<file path="config.mk">
export PLATFORM = sky130hd
export DESIGN_NAME = ether_in_flat
export DESIGN_NICKNAME = d
export VERILOG_FILES = /design/src/rtl/ether_pkg.sv /design/src/rtl/ether_in_if.sv /design/src/rtl/crc32_dibit.sv /design/src/rtl/ether_in.sv /design/src/flat_wrapper.sv
export SDC_FILE = /design/constraint.sdc
export NUM_CORES = 1
export LEC_CHECK = 0
export CORE_AREA = 2 2 116 118
export CTS_CLUSTER_DIAMETER = 200
export DETAILED_ROUTE_END_ITERATION = 7
export DIE_AREA = 0 0 118 120
export GPL_ROUTABILITY_DRIVEN = 0
export GPL_TIMING_DRIVEN = 1
export SKIP_LAST_GASP = 1
export SYNTH_ARGS = -nofsm -noshare
export SYNTH_HDL_FRONTEND = slang
export SYNTH_HIERARCHICAL = 1
export SYNTH_SLANG_ARGS = --single-unit
export TNS_END_PERCENT = 5
</file>
<file path="constraint.sdc">
create_clock -name clk -period 2.4 [get_ports clk]
set_input_delay 0.48 -clock clk [delete_from_list [all_inputs] [get_ports clk]]
set_output_delay 0.48 -clock clk [all_outputs]
set_load 0.005 [all_outputs]
</file>
<file path="src/rtl/ether_pkg.sv">
// ether_pkg: shared definitions for the RMII receive and transmit paths.
// Holds the receive FSM state type, the preamble/SFD dibit codes and the
// CRC-32 constants, plus the bit-serial CRC step used by crc32_dibit.
package ether_pkg;

  typedef enum logic [1:0] {
    ST_IDLE     = 2'd0,
    ST_PREAMBLE = 2'd1,
    ST_DATA     = 2'd2,
    ST_DROP     = 2'd3
  } rx_state_e;

  localparam logic [1:0]  PREAMBLE_DIBIT = 2'b01;
  localparam logic [1:0]  SFD_DIBIT      = 2'b11;
  localparam logic [31:0] CRC_POLY       = 32'h04C1_1DB7;
  localparam logic [31:0] CRC_INIT       = 32'hFFFF_FFFF;
  // Register value left after a frame whose complemented FCS was appended.
  localparam logic [31:0] CRC_RESIDUE    = 32'hC704_DD7B;

  // One MSB-first shift of the CRC register with one wire bit.
  function automatic logic [31:0] crc_step(input logic [31:0] crc, input logic b);
    logic fb;
    fb = crc[31] ^ b;
    crc_step = {crc[30:0], 1'b0} ^ (fb ? CRC_POLY : 32'h0000_0000);
  endfunction

  // Two shifts per dibit; rxd[0] is the earlier bit on the wire.
  function automatic logic [31:0] crc_dibit(input logic [31:0] crc, input logic [1:0] dibit);
    crc_dibit = crc_step(crc_step(crc, dibit[0]), dibit[1]);
  endfunction

endpackage

</file>
<file path="src/rtl/ether_in_if.sv">
// ether_in_if: RMII receive side bundle plus the payload/result outputs.
//   crsdv, rxd             : RMII carrier-sense/data-valid and dibit
//   axiov, axiod           : payload dibit valid and data (FCS stripped)
//   frame_done, crc_ok     : end-of-frame pulse and FCS verdict
// master = stimulus/PHY side, slave = receiver side.
interface ether_in_if;
  logic       crsdv;
  logic [1:0] rxd;
  logic       axiov;
  logic [1:0] axiod;
  logic       frame_done;
  logic       crc_ok;

  modport master (output crsdv, output rxd,
                  input axiov, input axiod, input frame_done, input crc_ok);
  modport slave  (input crsdv, input rxd,
                  output axiov, output axiod, output frame_done, output crc_ok);
endinterface

</file>
<file path="src/rtl/crc32_dibit.sv">
// crc32_dibit: CRC-32 engine consuming one dibit per clock.
//   clk, rst : clock and synchronous active-high reset
//   clear    : reload CRC_INIT (wins over enable)
//   enable   : fold dibit into the register this cycle
//   dibit    : input dibit, bit 0 first
//   crc      : current register value
module crc32_dibit
  import ether_pkg::*;
(
  input  logic        clk,
  input  logic        rst,
  input  logic        clear,
  input  logic        enable,
  input  logic [1:0]  dibit,
  output logic [31:0] crc
);

  logic [31:0] crc_q;
  logic [31:0] crc_d;

  // Next CRC value: reload, update or hold.
  always_comb begin
    crc_d = crc_q;
    if (clear) begin
      crc_d = CRC_INIT;
    end else if (enable) begin
      crc_d = crc_dibit(crc_q, dibit);
    end else begin
      crc_d = crc_q;
    end
  end

  // CRC register.
  always_ff @(posedge clk) begin
    if (rst) begin
      crc_q <= CRC_INIT;
    end else begin
      crc_q <= crc_d;
    end
  end

  assign crc = crc_q;

endmodule

</file>
<file path="src/rtl/ether_in.sv">
// ether_in: RMII frame receiver. Finds preamble + SFD, streams the frame
// body out with the trailing FCS stripped (via a FCS_DIBITS-deep delay line)
// and reports the FCS check when carrier drops.
//   clk, rst : clock and synchronous active-high reset
//   rx       : ether_in_if.slave (crsdv/rxd in; axiov/axiod/frame_done/crc_ok out)
module ether_in
  import ether_pkg::*;
#(
  parameter int PREAMBLE_MIN = 8,
  parameter int FCS_DIBITS   = 16
) (
  input  logic     clk,
  input  logic     rst,
  ether_in_if.slave rx
);

  localparam int PCNT_W = $clog2(PREAMBLE_MIN + 1);
  localparam int FILL_W = $clog2(FCS_DIBITS + 1);
  localparam int DCNT_W = $clog2(FCS_DIBITS + 9);
  localparam logic [PCNT_W-1:0] PCNT_MAX = PCNT_W'(PREAMBLE_MIN);
  localparam logic [PCNT_W-1:0] PCNT_ONE = PCNT_W'(1);
  localparam logic [FILL_W-1:0] FILL_MAX = FILL_W'(FCS_DIBITS);
  localparam logic [FILL_W-1:0] FILL_ONE = FILL_W'(1);
  // Minimum data dibits (FCS + 8) for a frame to be eligible for crc_ok.
  localparam logic [DCNT_W-1:0] DCNT_MAX = DCNT_W'(FCS_DIBITS + 8);
  localparam logic [DCNT_W-1:0] DCNT_ONE = DCNT_W'(1);

  rx_state_e         state_q;
  logic [PCNT_W-1:0] pre_cnt_q;
  logic [FILL_W-1:0] fill_q;
  logic [DCNT_W-1:0] dcnt_q;
  logic [1:0]        line_q [FCS_DIBITS];
  logic              axiov_q;
  logic [1:0]        axiod_q;
  logic              done_q;
  logic              ok_q;

  logic        crc_clear_s;
  logic        crc_en_s;
  logic [31:0] crc_s;

  // CRC is held at its initial value outside DATA, so every frame starts fresh.
  assign crc_clear_s = (state_q != ST_DATA);
  assign crc_en_s    = (state_q == ST_DATA) && rx.crsdv;

  crc32_dibit u_crc (
    .clk    (clk),
    .rst    (rst),
    .clear  (crc_clear_s),
    .enable (crc_en_s),
    .dibit  (rx.rxd),
    .crc    (crc_s)
  );

  // Receive FSM, delay line and registered outputs.
  always_ff @(posedge clk) begin
    if (rst) begin
      state_q   <= ST_IDLE;
      pre_cnt_q <= '0;
      fill_q    <= '0;
      dcnt_q    <= '0;
      for (int i = 0; i < FCS_DIBITS; i++) line_q[i] <= 2'b00;
      axiov_q   <= 1'b0;
      axiod_q   <= 2'b00;
      done_q    <= 1'b0;
      ok_q      <= 1'b0;
    end else begin
      axiov_q <= 1'b0;
      done_q  <= 1'b0;
      ok_q    <= 1'b0;
      case (state_q)
        ST_IDLE: begin
          pre_cnt_q <= '0;
          fill_q    <= '0;
          dcnt_q    <= '0;
          if (rx.crsdv) begin
            if (rx.rxd == PREAMBLE_DIBIT) begin
              state_q   <= ST_PREAMBLE;
              pre_cnt_q <= PCNT_ONE;
            end else begin
              state_q <= ST_DROP;
            end
          end else begin
            state_q <= ST_IDLE;
          end
        end
        ST_PREAMBLE: begin
          if (!rx.crsdv) begin
            state_q <= ST_IDLE;
          end else if (rx.rxd == PREAMBLE_DIBIT) begin
            if (pre_cnt_q != PCNT_MAX) pre_cnt_q <= pre_cnt_q + PCNT_ONE;
          end else if ((rx.rxd == SFD_DIBIT) && (pre_cnt_q == PCNT_MAX)) begin
            state_q <= ST_DATA;
          end else begin
            state_q <= ST_DROP;
          end
        end
        ST_DATA: begin
          if (rx.crsdv) begin
            for (int i = FCS_DIBITS - 1; i > 0; i--) line_q[i] <= line_q[i-1];
            line_q[0] <= rx.rxd;
            // Once full, the dibit falling off the end is payload; the
            // last FCS_DIBITS of the frame stay behind and are discarded.
            if (fill_q == FILL_MAX) begin
              axiov_q <= 1'b1;
              axiod_q <= line_q[FCS_DIBITS-1];
            end else begin
              fill_q <= fill_q + FILL_ONE;
            end
            if (dcnt_q != DCNT_MAX) dcnt_q <= dcnt_q + DCNT_ONE;
          end else begin
            state_q <= ST_IDLE;
            done_q  <= 1'b1;
            ok_q    <= (crc_s == CRC_RESIDUE) && (dcnt_q == DCNT_MAX);
          end
        end
        ST_DROP: begin
          if (!rx.crsdv) state_q <= ST_IDLE;
        end
        default: begin
          state_q <= ST_IDLE;
        end
      endcase
    end
  end

  assign rx.axiov      = axiov_q;
  assign rx.axiod      = axiod_q;
  assign rx.frame_done = done_q;
  assign rx.crc_ok     = ok_q;

endmodule

</file>
<file path="src/flat_wrapper.sv">
// flat-port wrapper written by rule: the top's interface ports become plain ports
module ether_in_flat import ether_pkg::*;
#(
  parameter int PREAMBLE_MIN = 8,
  parameter int FCS_DIBITS   = 16
)
  (clk, rst, rx_crsdv, rx_rxd, rx_axiov, rx_axiod, rx_frame_done, rx_crc_ok);
  ether_in_if rx_i ();
  input  logic clk;
  input  logic rst;
  input wire logic [$bits(rx_i.crsdv)-1:0] rx_crsdv;
  input wire logic [$bits(rx_i.rxd)-1:0] rx_rxd;
  output wire logic [$bits(rx_i.axiov)-1:0] rx_axiov;
  output wire logic [$bits(rx_i.axiod)-1:0] rx_axiod;
  output wire logic [$bits(rx_i.frame_done)-1:0] rx_frame_done;
  output wire logic [$bits(rx_i.crc_ok)-1:0] rx_crc_ok;
  assign rx_i.crsdv = rx_crsdv;
  assign rx_i.rxd = rx_rxd;
  assign rx_axiov = rx_i.axiov;
  assign rx_axiod = rx_i.axiod;
  assign rx_frame_done = rx_i.frame_done;
  assign rx_crc_ok = rx_i.crc_ok;
  ether_in #(.PREAMBLE_MIN(PREAMBLE_MIN), .FCS_DIBITS(FCS_DIBITS)) u_core (.clk(clk), .rst(rst), .rx(rx_i));
endmodule
</file>
Word-level counts from Yosys, hierarchy flattened --
Memory sizes are Yosys's and may differ from the RTL's. A register that Yosys moved wholly into a read port is not among the register bits. Index checks and enable logic that the tools add are counted.
Storage, ports and cells: output and inout port bits 5, latch bits 0, memory bits (read-only) 0, word-level logic and storage cells 115, memories 1, flip-flop bits (word level) 51, RAM bits 32
Cells by class: divide/modulo/power cells 0, shift operators 0, add/sub/neg operators 3, multiplexer cells 45, reduce and logical (&&, ||, !) cells 16, $mul 0, equal/unequal tests 20, bitwise gates (word level) 22, magnitude comparators 0
Memories:
- u_core.line_q | depth 16, bits a word 2, rd ports 16, clocked after memory_dff 1, wr ports 16, line ether_in.sv:32 | logic [1:0] line_q [FCS_DIBITS];
Operator list (count):
- $xor 32x27->32 | 2
- $mux 27 | 2
- $mux 2 | 21
- $eq 32x32->1 const B | 1
- $mux 5 | 4
- $pmux 5 s2 | 2
- $mux 4 | 4
- $or 1x1->1 | 16
- $ne 2x2->1 const B | 6
- $add 5x1->5 const B | 2
- $eq 5x5->1 const B | 2
- $mux 1 | 10
- $reduce_and 3->1 | 3
- $pmux 4 s2 | 1
- $eq 2x2->1 const B | 3
- $pmux 2 s3 | 1
- $reduce_or 2->1 | 3
- $reduce_or 3->1 | 2
- $ne 5x5->1 const B | 1
- $add 4x1->4 const B | 1
- $eq 2x1->1 const B | 2
- $eq 4x4->1 const B | 1
- $ne 2x1->1 const B | 2
- $ne 4x4->1 const B | 1
- 8 further kinds | 13

Longest topological paths before layout --
word-level depth 6, depth in mapped cells 9, mapped depth without buffers 6

Modules after synthesis --
The synthesis kept the hierarchy.
By module, submodules not included:
- ether_in | area each 2402.3 um^2, cells an instance 215, sequential area each 1381.3 um^2, instances 1
- crc32_dibit | area each 1406.3 um^2, cells an instance 130, sequential area each 640.6 um^2, instances 1

Worst setup path before layout --
OpenSTA, ideal clock, no wires.
kind reg2reg, start reg u_core.state_q[1], end mem u_core.line_q[0][0], enable pin, arrival time 1.495 ns, clock period less this slack 1.869 ns, setup slack 0.531 ns, stages on the path, launching flop included 7, library setup time 0.375 ns, cells stage by stage dfxtp_1 buf_4 nor2b_1 clkbuf_2 inv_2 nor2_1 or2_2
RTL lines:
- start: declaration | line ether_in.sv:28 | rx_state_e state_q;
- start signal: assignment | line ether_in.sv:58 | state_q <= ST_IDLE;
- start signal: assignment | line ether_in.sv:78 | state_q <= ST_PREAMBLE;
- start signal: assignment | line ether_in.sv:81 | state_q <= ST_DROP;
- end: declaration | line ether_in.sv:32

Worst setup path after layout --
start in rx_rxd[0], end reg u_core.u_crc.crc_q[11] (netlist: u_core/u_crc/crc[11])
On the way: longest elaborated chain between the ends 4
RTL lines:
- start: declaration | line flat_wrapper.sv:12 | input wire logic [$bits(rx_i.rxd)-1:0] rx_rxd;
- $xor 1x1->1 | line ether_pkg.sv:23 | fb = crc[31] ^ b;
- $mux 27 | line ether_pkg.sv:24 | crc_step = {crc[30:0], 1'b0} ^ (fb ? CRC_POLY : 32'h0000_0000);
- $xor 32x27->32 (2 in a row) | line ether_pkg.sv:24
- end signal: assignment | line crc32_dibit.sv:38 | crc_q <= crc_d;
- end: declaration | line crc32_dibit.sv:18 | logic [31:0] crc_q;
No other way between the ends. A chain may end at the register's enable or synchronous reset.

==> results.json <==
{
  "ys_warn_count": 6,
  "cp-start-kind": "primary input",
  "cts_resized": 0,
  "grt_pass1_wl_mm": 11.8,
  "die_h_um": 120,
  "cts_buffers": 9,
  "whs_path_depth": 2,
  "place_worst_setup_slack_ns": -0.0489,
  "finalNonFillerCells": 536,
  "cp-end-kind": "flip-flop",
  "fin_tns_setup_ns": 0,
  "cts_tree": "built",
  "hold_class": "flip-flop to flip-flop",
  "cp.arrival_ns": 2.33,
  "fmax_ghz": 0.482,
  "synth_area_leaders": "dfxtp_1, edfxtp_1, and3_1",
  "drive_above_1_share": 0.106,
  "netlist_area_um2": 3810,
  "wl_mm": 7.07,
  "power_density_nw_per_um2": 697,
  "internal-power_mw": 2.41,
  "fillCellCount": 1319,
  "min-delay-start": "u_core/rx.axiod[0]",
  "p_sw_frac": 0.219,
  "crit_path_cell_trace": "clkdlybuf4s50_1, xnor2_2, xnor3_1, o211ai_1",
  "hold_slack_ns": 0.497,
  "rr_worst_depth": 3,
  "outcome": "finished, final reports clean",
  "switching_power_mw": 0.673,
  "synth-seq-cells": 85,
  "port_buffers": 9,
  "power.leakage_nw": 1.76,
  "cts_buffer_depth": 2,
  "route.detailed.drc": 0,
  "power_mw": 3.08,
  "synth_most_common_cell": "dfxtp_1",
  "layout.nets": 366,
  "cts_sinks": 85,
  "rsz0062_at_grt": "false",
  "ys_seq_area_frac": 0.531,
  "synth_enable_flop_cells": 32,
  "grt_overflow": 0,
  "syn_to_final_growth_pct": 15.9,
  "core-area_um2": 13000,
  "maxSlewViolCount": 0,
  "r2r-end": "u_core/u_crc/crc[11]",
  "timing.final.crit_share": 0.864,
  "fp-row-count": 42,
  "critPathRequiredTime_ns": 2.65,
  "final_area_um2": 4420,
  "clk_pin_slew_worst_paths_ns": 0.06,
  "synthTopCellsByCount": "dfxtp_1, nand2_1, and3_1, edfxtp_1, o211ai_1",
  "synth_ff_type": "dfxtp_1",
  "fin_worst_skew_ns": 0.00712,
  "start_util": 0.293,
  "cp_slowest_cell": "xnor2_2",
  "num_vias": 2480,
  "vdd_ir_drop_max_uv": 311,
  "yosys.area.top_type_share": 0.279,
  "worstReg2RegStart": "u_core/u_crc/crc[31]",
  "synth_cell_types": 49,
  "ys_async_sr_fraction": 0,
  "worst_slack_ns": 0.326,
  "avgSynthCellArea_um2": 11.0,
  "antennaDiodeCount": 0,
  "tightest_slew_ns": 0.993,
  "path_class": "primary input to flip-flop",
  "grt_pass1_vias": 2433,
  "die_area_um2": 14200,
  "die_w_um": 118,
  "routedWlPerCell_um": 13.2,
  "post-cts-setup-buffers": 0,
  "dpl.cell_count": 520,
  "htreeDepth": 3,
  "setup_viol": 0,
  "dr.pass1.iters": 4,
  "cts_root_buf": "clkbuf_16",
  "power_frac_comb": 0.057,
  "hold_viol": 0,
  "avgViaCountPerCell": 4.63,
  "whs_endpoint": "u_core/rx.axiod[0]",
  "grt_start_max_net_pins": 43,
  "min_period_ns": 2.07,
  "cpPeakStageDelay_ns": 0.81,
  "place_hpwl_mm": 4.37,
  "cts_hold_buf": 0,
  "p_clk_frac": 0.443,
  "utilization": 0.340,
  "io_pins": 10,
  "grt_util_all_layers": 0.105,
  "postRouteAntennaNets": 0,
  "synth_nets": 356,
  "reg2reg_setup_slack_ns": 0.68,
  "clk_latency_ns": 0.33,
  "drtIter0Drc": 157,
  "synth_area_leader_cell": "dfxtp_1",
  "crit_fanout": 14,
  "antenna_found_initial": 0,
  "drv_cap": 0,
  "power_frac_seq": 0.500,
  "synth_cells": 345,
  "relSlewSlack": 0.335,
  "dpl_cell_area_um2": 4120
}
power by group through the flow:
stage	clock network, mW	registers [mW]	logic (mW)
2_1_floorplan	0	1.57	0.126
3_3_place_gp	0	1.57	0.173
3_5_place_dp	0	1.57	0.177
4_1_cts	1.41	1.54	0.177
5_1_grt	1.48	1.54	0.192
6_report	1.36	1.54	0.176
critical path, delay by kind of cell:
kind	cells	cell delay [ns]
XOR/XNOR	2	1.13
buffers and inverters	1	0.53
AO/OA/AOI/OAI	1	0.17
cell usage in the layout (no fill, tap or decap), types with 3 or more instances in the layout:
master           Yosys  final
a31oi_1              7      7
and3_1              32     32
buf_4                2     13
clkbuf_16            0      9
clkdlybuf4s50_1      0      9
dfxtp_1             53     53
edfxtp_1            32     32
ha_1                 6      6
inv_1                7      7
mux2i_1             13     13
nand2_1             50     50
nand2b_1             3      3
nand3_1              8      8
nand4_1              6      6
nand4b_1             4      4
nor2_1              13     12
nor2b_1              4      4
nor4b_1              6      6
nor4bb_1             3      3
o211ai_1            19     19
xnor2_1              5      5
xnor3_1              6      6
xor2_1              13     13
final cells by class:
class                           count  area (um^2)  share of cell area
Inverter                            9         33.8             0.00765
Tap cell                          176          220              0.0499
Clock buffer                       11          233              0.0527
Multi-Input combinational cell    227         1640               0.371
Sequential cell                    85         2020               0.458
Timing Repair Buffer               23          208              0.0470
Clock inverter                      5         62.6              0.0142
routing by layer:
layer / vias up / track usage / wire (um)
met4: 0 / 0.0384 / 80
li1: 1260 / - / -
met5: - / 0 / 0
met3: 7 / 0.0361 / 219
met2: 24 / 0.165 / 3170
met1: 1189 / 0.134 / 3610
worst max-delay path by stage:
| stage | from | end | cells after the start |
|---|---|---|---|
| global route | rx_rxd[0] | u_core/u_crc/crc[11] | 4 |
| global placement | rx_rxd[0] | u_core/u_crc/crc[5] | 4 |
| CTS | rx_rxd[0] | u_core/u_crc/crc[11] | 4 |
| detailed placement | rx_rxd[0] | u_core/u_crc/crc[5] | 4 |
| floorplan | u_core/state_q[1] | u_core/line_q[0][0] | 6 |
| finish | rx_rxd[0] | u_core/u_crc/crc[11] | 4 |
flip-flops by register name (all words and copies together) (netlist names):
signal and flops:
u_core/dcnt_q 5, u_core/fill_q 5, u_core/rx.axiod 2, u_core/u_crc/crc 32, u_core/pre_cnt_q 4, u_core/rx.frame_done 1, u_core/state_q 2, u_core/rx.axiov 1
u_core/line_q 32, u_core/rx.crc_ok 1
cell families (layout without fill, tap and decap cells):
kind of cell | Yosys count | count (layout) | share of synthesized area
AO/OA/AOI/OAI | 37 | 37 | 0.0726
multiplexers | 13 | 13 | 0.0342
flip-flops | 85 | 85 | 0.531
XOR/XNOR | 26 | 26 | 0.0884
buffers and inverters | 33 | 48 | 0.0401
adder cells (fa/ha/maj) | 6 | 6 | 0.0197
AND/OR/NAND/NOR | 145 | 145 | 0.214
No activity file was read; power rests on OpenSTA's default activity.
